[config.mk]
export PLATFORM = sky130hd
export DESIGN_NAME = rmc_enable_debounce
export DESIGN_NICKNAME = d
export VERILOG_FILES = /design/src/rtl/rmc_pkg.sv /design/src/rtl/rmc_sync_ff.sv /design/src/rtl/rmc_enable_debounce.sv
export SDC_FILE = /design/constraint.sdc
export NUM_CORES = 1
export LEC_CHECK = 0
export CORE_MARGIN = 5
export CORE_UTILIZATION = 54
export DETAILED_ROUTE_END_ITERATION = 12
export GPL_ROUTABILITY_DRIVEN = 0
export PLACE_DENSITY_LB_ADDON = 0.3
export SYNTH_ARGS = -nofsm -noshare
export SYNTH_HDL_FRONTEND = slang
export SYNTH_SLANG_ARGS = --single-unit
[constraint.sdc]
create_clock -name clk_in -period 2.3 [get_ports clk_in]
set_input_delay 0.575 -clock clk_in [delete_from_list [all_inputs] [get_ports clk_in]]
set_output_delay 0.575 -clock clk_in [all_outputs]
set_load 0.005 [all_outputs]
[src/rtl/rmc_pkg.sv]
// -----------------------------------------------------------------------------
// rmc_pkg
// Shared types and defaults for the RMC enable front-end.
//
// Contents:
//   rmc_state_e        - debounce FSM state encoding (all four codes are used)
//   RMC_RISE_TICKS_DEF - default number of ticks to qualify a 0->1 change
//   RMC_FALL_TICKS_DEF - default number of ticks to qualify a 1->0 change
//   RMC_GLITCH_MAX     - saturation value of the glitch counter
//   rmcStableState()   - maps a settled level onto its stable FSM state
// -----------------------------------------------------------------------------
package rmc_pkg;

   typedef enum logic [1:0] {
      ST_HI  = 2'b00,   // settled high
      ST_QLO = 2'b01,   // high, qualifying a drop
      ST_LO  = 2'b10,   // settled low
      ST_QHI = 2'b11    // low, qualifying a rise
   } rmc_state_e;

   localparam int          RMC_RISE_TICKS_DEF = 20;
   localparam int          RMC_FALL_TICKS_DEF = 5;
   localparam logic [7:0]  RMC_GLITCH_MAX     = 8'hFF;

   function automatic rmc_state_e rmcStableState(input logic level);
      return level ? ST_HI : ST_LO;
   endfunction

endpackage

[src/rtl/rmc_sync_ff.sv]
// -----------------------------------------------------------------------------
// rmc_sync_ff
// Generic N-stage flop synchroniser for asynchronous board inputs.
//
// Parameters:
//   STAGES  - number of flops in the chain (2 or more)
//   WIDTH   - number of independent single-bit inputs
//   RST_VAL - level every flop takes on reset
//
// Ports:
//   clk_in  - destination clock
//   iRst_n  - asynchronous, active-low reset
//   iAsync  - raw asynchronous input(s)
//   oSync   - last stage of the chain, safe to use in clk_in logic
// -----------------------------------------------------------------------------
module rmc_sync_ff #(
   parameter int   STAGES  = 2,
   parameter int   WIDTH   = 1,
   parameter logic RST_VAL = 1'b1
) (
   input  logic             clk_in,
   input  logic             iRst_n,
   input  logic [WIDTH-1:0] iAsync,
   output logic [WIDTH-1:0] oSync
);

   logic [STAGES-1:0][WIDTH-1:0] syncChain;

   always_ff @(posedge clk_in or negedge iRst_n) begin
      if (!iRst_n) begin
         syncChain <= {STAGES{{WIDTH{RST_VAL}}}};
      end else begin
         // Element 0 is the metastability-catching flop; the top element is
         // the only one other logic may look at.
         syncChain <= {syncChain[STAGES-2:0], iAsync};
      end
   end

   assign oSync = syncChain[STAGES-1];

endmodule

[src/rtl/rmc_enable_debounce.sv]
// -----------------------------------------------------------------------------
// rmc_enable_debounce
// Qualifies the raw RMC enable pin: synchronises it into clk_in, then requires
// the new level to persist for a number of iTick strobes (separately for the
// rising and falling direction) before the debounced output follows.
//
// Optional build macro: RMC_ENABLE_GLITCH_CNT_EN
//   defined   - oGlitch_cnt counts aborted qualifications, saturating at 8'hFF
//   undefined - oGlitch_cnt is tied to 8'h00 (FSM behaviour is identical)
//
// Ports:
//   clk_in               - system clock
//   iRst_n               - asynchronous, active-low reset
//   iTick                - one-cycle timebase strobe, synchronous to clk_in
//   iClear               - synchronous clear; snaps state/output to wSync
//   iRMC_enable_raw      - asynchronous raw enable pin
//   oRMC_enable_debounce - qualified enable level (registered)
//   oRise_pulse          - one-cycle pulse on an output 0->1 transition
//   oFall_pulse          - one-cycle pulse on an output 1->0 transition
//   oGlitch_cnt          - saturating count of aborted qualifications
//   oState_dbg           - current FSM state (rmc_state_e encoding)
// -----------------------------------------------------------------------------
module rmc_enable_debounce
   import rmc_pkg::*;
#(
   parameter int               SYNC_STAGES = 2,     // legal 2..4
   parameter int               CNT_W       = 16,
   parameter logic [CNT_W-1:0] RISE_TICKS  = CNT_W'(RMC_RISE_TICKS_DEF),
   parameter logic [CNT_W-1:0] FALL_TICKS  = CNT_W'(RMC_FALL_TICKS_DEF),
   parameter logic             RST_VAL     = 1'b1
) (
   input  logic       clk_in,
   input  logic       iRst_n,
   input  logic       iTick,
   input  logic       iClear,
   input  logic       iRMC_enable_raw,
   output logic       oRMC_enable_debounce,
   output logic       oRise_pulse,
   output logic       oFall_pulse,
   output logic [7:0] oGlitch_cnt,
   output logic [1:0] oState_dbg
);

   localparam rmc_state_e RST_STATE = RST_VAL ? ST_HI : ST_LO;

   // Counter value at which the final qualifying tick completes a transition.
   // Only consulted when the matching *_TICKS parameter is non-zero.
   localparam logic [CNT_W-1:0] RISE_LAST = RISE_TICKS - CNT_W'(1);
   localparam logic [CNT_W-1:0] FALL_LAST = FALL_TICKS - CNT_W'(1);

   logic             wSync;
   rmc_state_e       state;
   rmc_state_e       stateNext;
   logic [CNT_W-1:0] cnt;
   logic [CNT_W-1:0] cntNext;
   logic             outNext;
   logic             riseNext;
   logic             fallNext;

   // --------------------------------------------------------------------------
   // Pin synchroniser
   // --------------------------------------------------------------------------
   rmc_sync_ff #(
      .STAGES  (SYNC_STAGES),
      .WIDTH   (1),
      .RST_VAL (RST_VAL)
   ) uSync (
      .clk_in (clk_in),
      .iRst_n (iRst_n),
      .iAsync (iRMC_enable_raw),
      .oSync  (wSync)
   );

   // --------------------------------------------------------------------------
   // Debounce FSM next-state logic
   // In a qualifying state, a return of wSync to the settled level is checked
   // before the tick, so an abort coinciding with the final tick wins.
   // --------------------------------------------------------------------------
   always_comb begin
      stateNext = state;
      cntNext   = cnt;
      outNext   = oRMC_enable_debounce;
      riseNext  = 1'b0;
      fallNext  = 1'b0;

      if (iClear) begin
         stateNext = rmcStableState(wSync);
         cntNext   = '0;
         outNext   = wSync;
      end else begin
         case (state)
            ST_HI: begin
               if (!wSync) begin
                  if (FALL_TICKS == '0) begin
                     stateNext = ST_LO;
                     outNext   = 1'b0;
                     fallNext  = 1'b1;
                  end else begin
                     stateNext = ST_QLO;
                     cntNext   = '0;
                  end
               end
            end

            ST_QLO: begin
               if (wSync) begin
                  stateNext = ST_HI;
                  cntNext   = '0;
               end else if (iTick) begin
                  if (cnt == FALL_LAST) begin
                     stateNext = ST_LO;
                     cntNext   = '0;
                     outNext   = 1'b0;
                     fallNext  = 1'b1;
                  end else begin
                     cntNext = cnt + CNT_W'(1);
                  end
               end
            end

            ST_LO: begin
               if (wSync) begin
                  if (RISE_TICKS == '0) begin
                     stateNext = ST_HI;
                     outNext   = 1'b1;
                     riseNext  = 1'b1;
                  end else begin
                     stateNext = ST_QHI;
                     cntNext   = '0;
                  end
               end
            end

            ST_QHI: begin
               if (!wSync) begin
                  stateNext = ST_LO;
                  cntNext   = '0;
               end else if (iTick) begin
                  if (cnt == RISE_LAST) begin
                     stateNext = ST_HI;
                     cntNext   = '0;
                     outNext   = 1'b1;
                     riseNext  = 1'b1;
                  end else begin
                     cntNext = cnt + CNT_W'(1);
                  end
               end
            end

            default: begin
               // Unreachable with a 2-bit encoding, kept so a corrupted state
               // register lands somewhere well defined.
               stateNext = RST_STATE;
               cntNext   = '0;
               outNext   = RST_VAL;
            end
         endcase
      end
   end

   // --------------------------------------------------------------------------
   // State, counter and registered outputs
   // --------------------------------------------------------------------------
   always_ff @(posedge clk_in or negedge iRst_n) begin
      if (!iRst_n) begin
         state                <= RST_STATE;
         cnt                  <= '0;
         oRMC_enable_debounce <= RST_VAL;
         oRise_pulse          <= 1'b0;
         oFall_pulse          <= 1'b0;
      end else begin
         state                <= stateNext;
         cnt                  <= cntNext;
         oRMC_enable_debounce <= outNext;
         oRise_pulse          <= riseNext;
         oFall_pulse          <= fallNext;
      end
   end

   assign oState_dbg = state;

   // --------------------------------------------------------------------------
   // Glitch counter
   // --------------------------------------------------------------------------
`ifdef RMC_ENABLE_GLITCH_CNT_EN
   logic       abortEvt;
   logic [7:0] glitchCnt;

   // A qualification is aborted when wSync goes back to the settled level
   // while a qualifying state is active; iClear overrides the abort.
   assign abortEvt = !iClear &&
                     (((state == ST_QLO) &&  wSync) ||
                      ((state == ST_QHI) && !wSync));

   always_ff @(posedge clk_in or negedge iRst_n) begin
      if (!iRst_n) begin
         glitchCnt <= 8'h00;
      end else if (iClear) begin
         glitchCnt <= 8'h00;
      end else if (abortEvt && (glitchCnt != RMC_GLITCH_MAX)) begin
         glitchCnt <= glitchCnt + 8'd1;
      end
   end

   assign oGlitch_cnt = glitchCnt;
`else
   assign oGlitch_cnt = 8'h00;
`endif

endmodule

# Word-level counts from Yosys, hierarchy flattened
# Index checks and enable logic that the tools add are counted.
[totals] register_bits=23 inputBits=5
[op_classes] add_sub_neg=1 n_eq_ne=17 mux=39 reduce_logical=5
[op_table] operator="$mux W16" n=9
[op_table] operator="$pmux W16 S4" n=1
[op_table] operator="$mux W2" n=10
[op_table] operator="$ne A3 B3 Y1 const B" n=6
[op_table] operator="$mux W1" n=17
[op_table] operator="$add A16 B1 Y16 const B" n=1
[op_table] operator="$eq A16 B3 Y1 const B" n=1
[op_table] operator="$eq A16 B5 Y1 const B" n=1
[op_table] operator="$ne A4 B3 Y1 const B" n=2
[op_table] operator="$ne A4 B4 Y1 const B" n=2
[op_table] operator="$pmux W2 S4" n=1
[op_table] operator="$reduce_and A7 Y1" n=1
[op_table] operator="$ne A3 B2 Y1 const B" n=2
[op_table] operator="$reduce_and A6 Y1" n=1
[op_table] operator="$eq A2 B2 Y1 const B" n=2
[op_table] operator="$reduce_and A4 Y1" n=1
[op_table] operator="$reduce_bool A3 Y1" n=1
[op_table] operator="$eq A2 B1 Y1 const B" n=1
[op_table] operator="$logic_not A2 Y1" n=1
[op_table] operator="$pmux W1 S2" n=1

# Longest topological paths before layout
[depth] depth_word=6 mapped_depth=9

# Hierarchy
# Synthesis repeated with hierarchy kept, for this count alone.
[hier_totals] cells_unflattened=146 area_unflattened_um2=1358.8
[by_module_without_submodules] module="rmc_enable_debounce" instances=1 cells_each=144 area_per_inst_um2=1306.3
[by_module_without_submodules] module="rmc_sync_ff" instances=1 cells_each=2 area_per_inst_um2=52.6

# Worst setup path after synthesis
# OpenSTA, ideal clock, no wires.
[synth_path] path_kind="input -> register" startpoint="input port iClear" endpoint="register cnt[9]" setup_ns=0.082 arrival_ns=1.851 slack_ns=0.367 path_stages=8 path_buffers=3 cell_sequence="clkbuf_1 > nor2b_1 > nand2_1 > o32ai_1 > buf_4 > buf_4 > nand2_1 > a31oi_1"
[synth_via] elab_chain_len=2 word_cells_on_any_way=6 cone_classes="eq/ne: 4; mux: 1; reduce/logical: 1"
[synth_lines] item="start, declared" line="rmc_enable_debounce.sv:35" text="input logic iClear,"
[synth_lines] item="$ne A4 B3 Y1 (no source line) (tied with other cells)"
[synth_lines] item="$reduce_and A4 Y1 (no source line)"
[synth_lines] item="end signal, assigned" line="rmc_enable_debounce.sv:173" text="cnt <= cntNext;"
[synth_lines] item="end, declared" line="rmc_enable_debounce.sv:54" text="logic [CNT_W-1:0] cnt;"
# Parallel ways exist; a longest one is shown, timed or not.
# A chain may end at the register's enable or synchronous reset.

# Final worst setup path
[layout_path] startpoint="register cnt[6]" endpoint="register oRMC_enable_debounce"
[layout_via] elab_chain_len=3 word_cells_on_any_way=5 cone_classes="eq/ne: 4; reduce/logical: 1"
[layout_lines] item="$eq A16 B5 Y1 / $eq A16 B3 Y1 (equally long branches)" line="rmc_enable_debounce.sv:139, rmc_enable_debounce.sv:110"
[layout_lines] item="$ne A3 B3 Y1 (no source line)"
[layout_lines] item="$reduce_and A7 Y1 (no source line) (*)"
[layout_lines] item="end signal, assigned" line="rmc_enable_debounce.sv:174" text="oRMC_enable_debounce <= outNext;"
[layout_lines] item="end, declared" line="rmc_enable_debounce.sv:37" text="output logic oRMC_enable_debounce,"
# Mark *: on every way between the ends. The rest lies on a longest branch, timed or not.

==> metrics.txt <==
Core Rows 18; router iterations before antenna repair 4; Post-Syn Instances 152; share of cells above drive strength 1 0.116; Post-Place Worst Slack -0.0107 ns; clock skew 0.00786 ns; Initial DRC Count 63; placed cells 190; Max Freq 0.481 GHz; Mean Syn Cell Area 8.86 sq um; reg2reg setup slack 0.22 ns; PD cells 616 nW/um^2; Worst Path Max Fanout 7; clock transition at the registers of the reported paths 0.13 ns; peak supply drop 0.000525 V; clock tree buffer depth 2; drt wl/cell 15.5 microns; H-tree levels 1; most frequent cell after synthesis dfrtp_1; n_diodes 0; CP Data Arrival Time 2.34 ns; Sum Neg Setup Slack 0 ns; Hold Path Depth 0; DIE AREA 3590 sq um; most instantiated cells after synthesis 20 x dfrtp_1, 18 x nand2_1, 12 x nor2_1; reg-to-reg startpoint cnt[6]; Reg-to-Reg End oRMC_enable_debounce; Setup Buffers After CTS 0; final worst-path cycle share 0.904; largest net degree at the start of global routing 24; DP Wirelength 2.12 mm; WHS 0.374 ns; CTS buffer count 3; CTS Sinks 23; RSZ-0062 raised after global routing no; Total GRT Usage 0.184; synth warn 0; Hold Path Class flip-flop to flip-flop; top cells by area, synth dfrtp_1 37%, buf_4 6.1%, dfstp_2 5.9%; CTS tree built; Clk Latency, worst-skew pair 0.32 ns; grt ovf 0; M2 GR Usage 0.304; PortBufs 9; cell at the root of the clock tree clkbuf_4; Yosys reg bits 23; CP endpoint kind flip-flop; first-pass GRT wire length 4.95 mm; via count 1172; final WL 3.00 mm; critical path required time 2.56 ns; drt drc 0; met3 usage 0.0648; status finished clean; Final Critical Period 2.08 ns; # fillers 217; NumNets Final 172; ys async rst share 1.00; Core Box Area 2430 sq um; Critical Setup Path Class flip-flop to flip-flop; top cell type's share of synthesized area 0.372; Most used DFF post-synth dfrtp_1; Initial Util 0.553; Synth area leader dfrtp_1; GRT met1 Usage 0.210; final setup vio count 0; initial antenna violation count 0; non-filler instance count after layout 194; Hold Violations, Final 0; hold path endpoint uSync.oSync; leakage 0.629 nW; post-synthesis sequential area ratio 0.430; Post-Syn Area 1350 sq um; post-synthesis cell type count 37; worst setup margin 0.221 ns; Die Y 59.9 microns; number of flops mapped to enable cells by yosys 0; maxcap violations 0; Worst Setup Start Kind flip-flop; Layout area overhead 11.1%; boundary pin count 18; number of global-route vias before repair 1144; Hold Path Origin uSync.syncChain[0]; R2R depth 5; fin. max-slew vios 0; die width 59.9 microns; Vias/cell 6.04; GRT busiest layer met2; Post-DRT Antenna Nets 0
worst max path at each step:
stage          startpoint  cells after the start  slack (ns)                   end
5_1_grt            cnt[6]                      5        0.08  oRMC_enable_debounce
2_1_floorplan      iClear                      8        0.37                cnt[9]
3_3_place_gp       iClear                      7        0.12               cnt[12]
6_report           cnt[6]                      5        0.22  oRMC_enable_debounce
3_5_place_dp       iClear                      7       -0.01               cnt[11]
4_1_cts            cnt[0]                      7        0.14               cnt[14]
critical path: stages (launching register included):
cell     delay [ns]
dfrtp_1        0.47
nor4_1         0.29
and3_1         0.34
nand3_2        0.12
or4_4          0.50
a221o_1        0.30
report_power, final:
group          total (mW)  internal [mW]  switching [mW]  leakage, nW
clock               0.195         0.0679           0.127       0.0150
combinational       0.251          0.113           0.137        0.308
sequential          0.475          0.431          0.0446        0.306
layout by cell type (no fill, tap or decap), types with 3 or more instances in the layout:
| master | netlist | final |
|---|---|---|
| o21ai_0 | 7 | 7 |
| buf_4 | 11 | 7 |
| nor2b_1 | 3 | 3 |
| conb_1 | 1 | 8 |
| nor4_1 | 3 | 3 |
| a31oi_1 | 11 | 11 |
| clkdlybuf4s50_1 | 0 | 9 |
| inv_1 | 5 | 5 |
| a21oi_1 | 10 | 10 |
| nand2_1 | 18 | 18 |
| clkbuf_4 | 0 | 3 |
| dfstp_2 | 3 | 3 |
| nand2b_1 | 3 | 3 |
| nor2_1 | 12 | 12 |
| nand3_1 | 10 | 10 |
| and3_1 | 3 | 3 |
| dfrtp_1 | 20 | 20 |
cell families (layout without fill, tap and decap cells):
kind of cell | count (synthesis) | after routing | share of synthesized area
mux | 2 | 2 | 0.0149
other cells | 1 | 8 | 0.00279
flops | 23 | 23 | 0.430
xor+xnor | 2 | 2 | 0.0130
simple gates | 63 | 63 | 0.240
fa+ha+maj | 2 | 2 | 0.0186
buf+inv | 20 | 25 | 0.0864
compound gates | 39 | 39 | 0.194
routing by layer:
metal,vias up,wire length [microns]
li1,563,-
met2,34,1530
met3,4,159
met1,571,1280
met4,0,28
met5,-,0
cell type report:
type	instances	area (sq um)	share of cell area
Multi-Input combinational cell	116	691	0.462
Sequential cell	23	579	0.387
Clock buffer	4	26.3	0.0176
Tap cell	30	37.5	0.0251
Timing Repair Buffer	16	143	0.0954
Inverter	5	18.8	0.0126
metrics by stage:
step / utilization / area [sq um] / power (mW)
floorplan: - / 1370 / 0.634
global placement: 0.601 / 1460 / 0.716
detailed placement: 0.601 / 1460 / 0.728
CTS: 0.612 / 1490 / 0.919
global route: 0.615 / 1500 / 0.976
finish: 0.615 / 1500 / 0.922
registers in the layout, summed over array words and instances, names as in the netlist, named ones only:
| register | count |
|---|---|
| uSync.oSync | 1 |
| oRise_pulse | 1 |
| cnt | 16 |
| oFall_pulse | 1 |
| uSync.syncChain | 1 |
| oRMC_enable_debounce | 1 |
| oState_dbg | 1 |
repair_timing:
item	in CTS	in global routing
setup endpoints to repair	0	1
resized for setup	0	1
hold buffers	0	0
Power figures use the tool's default switching activity.
